===== src/rtl/fifo_pkg.sv =====
// Shared definitions for the asyfifo read-side drain engine: default widths,
// drain FSM state type, debug snapshot struct and the skid credit helper.
package fifo_pkg;

  localparam int FIFO_WIDTH     = 8;
  localparam int FIFO_CNT_WIDTH = 16;
  localparam int SKID_DEPTH     = 2;

  typedef enum logic [1:0] {
    ST_IDLE  = 2'd0,
    ST_RUN   = 2'd1,
    ST_DRAIN = 2'd2
  } drain_state_e;

  typedef struct packed {
    drain_state_e state;
    logic [1:0]   occ;
    logic         pending;
  } drain_dbg_t;

  // Space check for one more read: words held plus in flight minus the one
  // leaving this cycle must stay below the skid depth. Evaluated at 3 bits.
  function automatic logic credit_ok(input logic [1:0] occ,
                                     input logic       pending,
                                     input logic       pop);
    logic [2:0] sum;
    sum = {1'b0, occ} + {2'b00, pending} - {2'b00, pop};
    return sum < 3'(SKID_DEPTH);
  endfunction

endpackage


===== src/rtl/fifo_rd_skid.sv =====
// Two-entry in-order skid buffer; entry 0 is always the oldest word and
// drives the output, so the head only moves on a pop or a push into empty.
module fifo_rd_skid
  import fifo_pkg::*;
#(
  parameter int WIDTH = FIFO_WIDTH
) (
  input  logic             clk,
  input  logic             rst_n,
  input  logic             push_i,
  input  logic [WIDTH-1:0] din_i,
  input  logic             pop_i,
  output logic [WIDTH-1:0] dout_o,
  output logic [1:0]       occ_o
);

  logic [WIDTH-1:0] ent0_q, ent0_d;
  logic [WIDTH-1:0] ent1_q, ent1_d;
  logic [1:0]       occ_q, occ_d;
  logic             pop_eff;

  assign pop_eff = pop_i && (occ_q != 2'd0);

  always_comb begin
    ent0_d = ent0_q;
    ent1_d = ent1_q;
    occ_d  = occ_q;
    if (pop_eff && !push_i) begin
      ent0_d = ent1_q;
      occ_d  = occ_q - 2'd1;
    end else if (push_i && !pop_eff) begin
      // A push into a full buffer is dropped; the credit rule upstream
      // guarantees it never happens.
      if (occ_q == 2'd0) begin
        ent0_d = din_i;
      end else if (occ_q == 2'd1) begin
        ent1_d = din_i;
      end
      if (occ_q < 2'(SKID_DEPTH)) begin
        occ_d = occ_q + 2'd1;
      end
    end else if (push_i && pop_eff) begin
      if (occ_q == 2'd2) begin
        ent0_d = ent1_q;
        ent1_d = din_i;
      end else begin
        ent0_d = din_i;
      end
    end
  end

  always_ff @(posedge clk or negedge rst_n) begin
    if (!rst_n) begin
      ent0_q <= '0;
      ent1_q <= '0;
      occ_q  <= 2'd0;
    end else begin
      ent0_q <= ent0_d;
      ent1_q <= ent1_d;
      occ_q  <= occ_d;
    end
  end

  assign dout_o = ent0_q;
  assign occ_o  = occ_q;

endmodule


===== src/rtl/fifo_rd_drain.sv =====
// Flow-controlled read-side consumer for asyfifo: issues reads only with
// guaranteed skid space. Define FIFO_RD_CNT_EN to add word_cnt/err_cnt.
module fifo_rd_drain
  import fifo_pkg::*;
#(
  parameter int WIDTH     = FIFO_WIDTH,
  parameter int CNT_WIDTH = FIFO_CNT_WIDTH
) (
  input  logic                 rd_clk,
  input  logic                 rst_n,
  input  logic                 en,
  input  logic                 fifo_empty,
  input  logic [WIDTH-1:0]     fifo_r_data,
  input  logic                 fifo_rd_err,
  output logic                 fifo_rd_en,
  output logic                 m_valid,
  output logic [WIDTH-1:0]     m_data,
  input  logic                 m_ready,
  output logic                 busy,
  output logic                 err,
`ifdef FIFO_RD_CNT_EN
  output logic [CNT_WIDTH-1:0] word_cnt,
  output logic [CNT_WIDTH-1:0] err_cnt,
`endif
  output drain_dbg_t           dbg
);

  if (WIDTH < 1 || CNT_WIDTH < 1) begin : g_param_chk
    $error("fifo_rd_drain: WIDTH and CNT_WIDTH must be positive");
  end

  drain_state_e state_q;
  logic         busy_q;
  logic         pending_q;
  logic         err_q;
  logic [1:0]   occ;
  logic         pop;
  logic         rd_en;

  // Handshake: a word transfers in every cycle where m_valid && m_ready;
  // m_valid never drops and m_data never changes until that happens.
  assign m_valid = (occ != 2'd0);
  assign pop     = m_valid && m_ready;

  // en is gated directly so a falling en blocks reads in that same cycle.
  assign rd_en = (state_q == ST_RUN) && en && !fifo_empty &&
                 credit_ok(occ, pending_q, pop);

  always_ff @(posedge rd_clk or negedge rst_n) begin
    if (!rst_n) begin
      state_q   <= ST_IDLE;
      busy_q    <= 1'b0;
      pending_q <= 1'b0;
      err_q     <= 1'b0;
    end else begin
      pending_q <= rd_en;
      if (fifo_rd_err) begin
        err_q <= 1'b1;
      end
      unique case (state_q)
        ST_IDLE: begin
          if (en) begin
            state_q <= ST_RUN;
            busy_q  <= 1'b1;
          end
        end
        ST_RUN: begin
          if (!en) begin
            state_q <= ST_DRAIN;
          end
        end
        ST_DRAIN: begin
          if (en) begin
            state_q <= ST_RUN;
          end else if (!pending_q && (occ == 2'd0)) begin
            state_q <= ST_IDLE;
            busy_q  <= 1'b0;
          end
        end
        default: begin
          state_q <= ST_IDLE;
          busy_q  <= 1'b0;
        end
      endcase
    end
  end

  fifo_rd_skid #(
    .WIDTH (WIDTH)
  ) u_skid (
    .clk    (rd_clk),
    .rst_n  (rst_n),
    .push_i (pending_q),
    .din_i  (fifo_r_data),
    .pop_i  (pop),
    .dout_o (m_data),
    .occ_o  (occ)
  );

`ifdef FIFO_RD_CNT_EN
  logic [CNT_WIDTH-1:0] word_cnt_q;
  logic [CNT_WIDTH-1:0] err_cnt_q;

  always_ff @(posedge rd_clk or negedge rst_n) begin
    if (!rst_n) begin
      word_cnt_q <= '0;
      err_cnt_q  <= '0;
    end else begin
      if (pop) begin
        word_cnt_q <= word_cnt_q + 1'b1;
      end
      if (fifo_rd_err) begin
        err_cnt_q <= err_cnt_q + 1'b1;
      end
    end
  end

  assign word_cnt = word_cnt_q;
  assign err_cnt  = err_cnt_q;
`endif

  assign fifo_rd_en = rd_en;
  assign busy       = busy_q;
  assign err        = err_q;
  assign dbg        = '{state: state_q, occ: occ, pending: pending_q};

endmodule


===== config.mk =====
export PLATFORM = sky130hd
export DESIGN_NAME = fifo_rd_drain
export DESIGN_NICKNAME = d
export VERILOG_FILES = /design/src/rtl/fifo_pkg.sv /design/src/rtl/fifo_rd_skid.sv /design/src/rtl/fifo_rd_drain.sv
export SDC_FILE = /design/constraint.sdc
export NUM_CORES = 1
export LEC_CHECK = 0
export ABC_CLOCK_PERIOD_IN_PS = 2700
export CAP_MARGIN = 0
export CORE_ASPECT_RATIO = 1.2
export CORE_MARGIN = 4
export CORE_UTILIZATION = 25
export DETAILED_ROUTE_END_ITERATION = 7
export GPL_TIMING_DRIVEN = 0
export PLACE_DENSITY = 0.49
export SLEW_MARGIN = 20
export SYNTH_ARGS = -nofsm -noshare
export SYNTH_HDL_FRONTEND = slang
export SYNTH_HIERARCHICAL = 1
export SYNTH_SLANG_ARGS = --single-unit
export TNS_END_PERCENT = 50

===== constraint.sdc =====
create_clock -name rd_clk -period 2.7 [get_ports rd_clk]
set_clock_uncertainty 0.15 [all_clocks]
set_input_delay 0.405 -clock rd_clk [delete_from_list [all_inputs] [get_ports rd_clk]]
set_output_delay 0.405 -clock rd_clk [all_outputs]
set_load 0.02 [all_outputs]

# Word-level counts from Yosys, hierarchy flattened
# Cells that the tools add are included.
[op_classes]
n_shift = 0
multipliers = 0
n_eq_ne = 12
n_lt_le_gt_ge = 2
n_reduce_logical = 25
bitwise = 2
n_addsub = 4
n_mux = 22
div_mod_pow = 0
[ops]
columns = ["op", "count"]
rows = [
  ["$mux W8", 10],
  ["$mux W2", 7],
  ["$ne A2 B2 Y1 const B", 6],
  ["$reduce_bool A2 Y1", 5],
  ["$logic_and A1 B1 Y1", 9],
  ["$pmux W2 S3", 1],
  ["$reduce_and A5 Y1", 1],
  ["$eq A2 B1 Y1 const B", 2],
  ["$eq A2 B2 Y1 const B", 2],
  ["$logic_not A2 Y1", 2],
  ["$reduce_and A2 Y1", 2],
  ["$reduce_and A4 Y1", 1],
  ["$add A2 B1 Y3", 1],
  ["$logic_not A1 Y1", 3],
  ["$lt A3 B2 Y1 const B", 1],
  ["$mux W1", 3],
  ["$ne A3 B2 Y1 const B", 1],
  ["$ne A3 B3 Y1 const B", 1],
  ["$pmux W1 S3", 1],
  ["$reduce_and A3 Y1", 1],
  ["$reduce_bool A3 Y1", 1],
  ["$sub A3 B1 Y3", 1],
  ["$add A2 B1 Y2 const B", 1],
  ["$lt A2 B2 Y1 const B", 1],
  ["2 further kinds", 3],
]
[word_totals]
mem_bits_ro = 0
word_cells = 74
register_bits = 23
ram_bits = 0
n_memories = 0
latchBits = 0
in_bits = 14
out_inout_bits = 17

# Logic depth before layout (Yosys ltp)
[logic_depth]
word_depth = 7
ltp_mapped = 7
depth_no_buf = 7

# Hierarchy
# Netlist, hierarchy kept.
[by_module_without_submodules]
columns = ["mod", "n_inst", "seq_area_each_um2", "cells_each", "area_each_um2"]
rows = [
  ["fifo_rd_skid", 1, 450.4, 100, 1039.7],
  ["fifo_rd_drain", 1, 125.1, 25, 281.5],
]

# Least setup slack after synthesis
# Ideal clock, no wire load.
[synth_timing]
path_type = "register -> output"
startpoint = "reg u_skid.occ_q[1] (netlist: u_skid/occ_o[1])"
endpoint = "out fifo_rd_en"
arrival_time_ns = 2.534
path_stages_with_launch = 8
required_time_ns = 2.145
n_path_buf = 0
path_slack_ns = -0.389
path_cell_list = "dfrtp_1 or2_4 and2_2 ha_1 nand2b_1 fa_1 xor2_1 nor3_1"
[synth_between]
elab_chain_cells = 5
word_cells_on_any_way = 6
classes_between = "add/sub (2); order compare (1); reduce/logical (3)"
[synth_rtl]
columns = ["element", "line_no", "source"]
rows = [
  ["start: declaration", "fifo_rd_skid.sv:19", "logic [1:0] occ_q, occ_d;"],
  ["start signal: assignment", "fifo_rd_skid.sv:56", "occ_q <= 2'd0;"],
  ["start signal: assignment", "fifo_rd_skid.sv:60", "occ_q <= occ_d;"],
  ["$reduce_bool A2 Y1", "fifo_rd_drain.sv:42", "assign m_valid = (occ != 2'd0);"],
  ["net m_valid", "fifo_rd_drain.sv:16", "output logic m_valid,"],
  ["$logic_and A1 B1 Y1", "fifo_rd_drain.sv:43", "assign pop = m_valid && m_ready;"],
  ["net pop", "fifo_rd_drain.sv:37", "logic pop;"],
  ["$sub A3 B1 Y3", "fifo_pkg.sv:27", "sum = {1'b0, occ} + {2'b00, pending} - {2'b00, pop};"],
  ["$lt A3 B2 Y1", "fifo_pkg.sv:28", "return sum < 3'(SKID_DEPTH);"],
  ["$logic_and A1 B1 Y1", "fifo_rd_drain.sv:46", "assign rd_en = (state_q == ST_RUN) && en && !fifo_empty &&"],
  ["end: declaration", "fifo_rd_drain.sv:15", "output logic fifo_rd_en,"],
]
# The timed path passes the listed nets, and every way through them passes these cells.

# Worst setup path after layout
[layout_timing]
startpoint = "reg u_skid.occ_q[0] (netlist: u_skid/occ_o[0])"
endpoint = "out fifo_rd_en"
[layout_between]
elab_chain_cells = 5
word_cells_on_any_way = 6
classes_between = "add/sub (2); order compare (1); reduce/logical (3)"
[layout_rtl]
columns = ["element", "line_no"]
rows = [
  ["$reduce_bool A2 Y1", "fifo_rd_drain.sv:42"],
  ["$logic_and A1 B1 Y1", "fifo_rd_drain.sv:43"],
  ["net pop", "fifo_rd_drain.sv:37"],
  ["$sub A3 B1 Y3", "fifo_pkg.sv:27"],
  ["$lt A3 B2 Y1", "fifo_pkg.sv:28"],
  ["$logic_and A1 B1 Y1", "fifo_rd_drain.sv:46"],
]
# The timed path passes the listed nets, and every way through them passes these cells.

==> key figures <==
Run status
  • Status: complete, but fails checks
  • Violated checks: setup timing

Floorplan
  • Core area: 5010 um^2
  • Row count: 28
  • I/O pins: 31
  • DIE AREA: around 6500 um^2
  • Die W: between 70 and 80 um
  • Initial core utilization: 0.264
  • Die H: 87.6 um

Finish
  • Final Instance Area: around 1800 um^2
  • # diodes: 0
  • Most common cell after layout, fill and taps aside: clkdlybuf4s50_1
  • Most frequent cells in the layout: 28 x clkdlybuf4s50_1, 21 x dfrtp_1, 9 x mux2i_1, 8 x nor3_1, 8 x mux2_2
  • Layout Cells excl Fill: roughly 230
  • Fillers: roughly 530
  • Layout Nets: about 190
  • Fin util: 0.366
  • Layout area overhead: 38.6%
  • Share of cells above drive strength 1: 0.230

Clock network
  • Clk slew on worst S/H paths: 0.08 ns
  • H-tree lvl count: 1
  • Clk root buf: clkbuf_8
  • Inserted Clock Buffers: 3
  • CTS Buffer Depth: 2
  • CTS tree: yes
  • Clock sink count: 23
  • Clk_lat worst skew: between 0.2 and 0.3 ns

Critical path
  • R2R cell count: 7
  • Critical Path End Type: output port
  • Critical Path Fanout Max: 2
  • Crit Path Class: reg2out
  • CP startpoint kind: flop
  • Worst EP required: 2.14 ns
  • Worst EP arrival: between 2 and 2.5 ns

Synthesis
  • Yosys warns: 6
  • Mapped Area: 1320 um^2
  • Post-synth EDFFs: 0
  • Mapped Cells: 125
  • Synthesized area per cell: around 11 um^2
  • Most common flop cell mapped by yosys: dfrtp_1
  • Sequential fraction of the synthesis area: 0.436
  • Netlist cell types: 34
  • Register bit total from synthesis: 23
  • Syn Nets: about 140
  • Asr flop ratio synth: 1.00

STA
  • Fmax: roughly 0.34 GHz
  • RSZ-0062 raised after global routing: yes
  • Setup TNS: -0.209 ns
  • Slew margin rel.: 0.643
  • Crit path time final: a little under 3 ns
  • Setup WS post-layout: -0.209 ns
  • Crit share post-route: 1.08
  • Worst slew pin tran: between 0.5 and 0.6 ns
  • Hold Violations, Final: 0
  • Pins Over Slew Limit: 0
  • Setup violators final: 1

GRT
  • Initial antenna violation count: 0
  • Vias in the first global route: approximately 1100
  • First-pass GRT wire length: roughly 5.3 mm
  • Largest net degree at the start of global routing: 24
  • Gr usage total: 0.106
  • Grt ovf: 0

Placement
  • Cell count after placement: roughly 220
  • Hpwl dp: 2.43 mm
  • Placed Area: roughly 1700 um^2
  • GPL Wtd Cong: around 0.75
  • PortBufs: 30

Route
  • Drt pass-1 iters: 4
  • WL/cell: about 15 um
  • Routed WL: 3.28 mm
  • 1st-iter DRT viols: 11
  • DR vias: 1086
  • Post-route ant nets: 0
  • Detailed-route DRC error count: 0
  • Average vias per placed instance: approximately 4.8

Min path
  • Worst hold path type: reg2reg
  • Worst hold stages: 1

Flow run
  • # Max-Cap Violations: 0

Power
  • Peak supply drop: 0.000411 V
  • Total power: ~2000 uW
  • Power per cell area: 1070 nW/um^2
  • Leak: between 0.0007 and 0.0008 uW
## area by class of cell
cell class | instances | area (um^2) | share of cell area
multi-input cells | 88 | 719 | 0.393
inverters | 5 | 18.8 | 0.0102
well taps | 60 | 75.1 | 0.0410
plain buffers | 9 | 50.0 | 0.0273
flip-flops and latches | 23 | 578 | 0.316
clock buffers | 3 | 41.3 | 0.0225
clock inverters | 1 | 5.00 | 0.00273
repair buffers | 36 | 344 | 0.188
## stage by stage
stage / setup WS [ns] / hold WS [ns]
final: -0.209 / 0.333
after global routing: -0.292 / 0.360
after CTS: -0.241 / 0.348
after detailed placement: -0.695 / 0.328
after global placement: -0.637 / 0.312
after floorplan: -0.0370 / -0.0406
## synth_stat cells (all sizes together), types with 2 or more instances
library cell | instances | share of area
a21o | 7 | 0.040
ha | 4 | 0.038
nand3 | 2 | 0.0076
clkbuf | 3 | 0.0085
or3 | 2 | 0.0095
or2 | 2 | 0.011
a31oi | 7 | 0.033
nand2 | 7 | 0.020
nand2b | 4 | 0.019
mux2i | 9 | 0.068
o21bai | 7 | 0.040
o21ai | 2 | 0.0076
nor3 | 10 | 0.042
mux2 | 8 | 0.068
a21oi | 3 | 0.011
dfrtp | 23 | 0.44
inv | 5 | 0.014
buf | 6 | 0.029
nor2b | 3 | 0.014
## power breakdown
part / internal (uW) / total (uW) / switching, uW
combinational: 583 / 1170 / 585
clock: 103 / 217 / 114
sequential: 490 / 584 / 93.9
total: 1180 / 1970 / 793
## cells by family after synthesis
family,after synthesis,synth area share
buffers and inverters,14,0.0521
flip-flops,23,0.436
multiplexers,17,0.136
AND/OR/NAND/NOR,35,0.156
AO/OA/AOI/OAI,29,0.153
XOR/XNOR,2,0.0133
adder cells (fa/ha/maj),5,0.0530
## per-layer routing
| layer | global-route usage | part of all wire | vias to the layer above |
|---|---|---|---|
| li1 | - | - | 524 |
| met1 | 0.119 | 0.41 | 534 |
| met2 | 0.193 | 0.53 | 24 |
| met3 | 0.0253 | 0.051 | 4 |
| met4 | 0.0340 | 0.0098 | 0 |
| met5 | 0 | 0 | - |
## registers in the layout, indices dropped and copies added, names as in the netlist
name	flops
u_skid/occ_o	2
state_q	2
busy	1
u_skid/dout_o	8
pending_q	1
u_skid/ent1_q	8
err	1
## repair_timing
action / CTS / global route
hold endpoints to repair: 0 / 18
setup buffers: 5 / 0
pin swaps: 3 / 0
endpoints found under the setup margin: 1 / 1
resized for setup: 8 / 0
hold buffers: 0 / 1
## worst max-delay path: stages, from the launching register on
cell      delay, ns
dfrtp_2        0.41
or2_4          0.25
and2_4         0.15
ha_4           0.20
nand2b_4       0.13
fa_2           0.52
nand3b_1       0.12
nor3_4         0.16
buf_6          0.14
## path summary, 6_finish.rpt
| kind | from | end | slack [ns] |
|---|---|---|---|
| setup / recovery | u_skid/occ_o[0] | fifo_rd_en | -0.21 |
| hold / removal | err | err | 0.33 |
| setup reg to reg | u_skid/occ_o[0] | u_skid/ent1_q[7] | 0.36 |
| hold reg to reg | err | err | 0.33 |
| max in group asynchronous | rst_n | u_skid/occ_o[0] | 1.51 |
| min in group asynchronous | rst_n | u_skid/occ_o[1] | 0.51 |
Note: power is estimated with default switching activity, not from simulation.
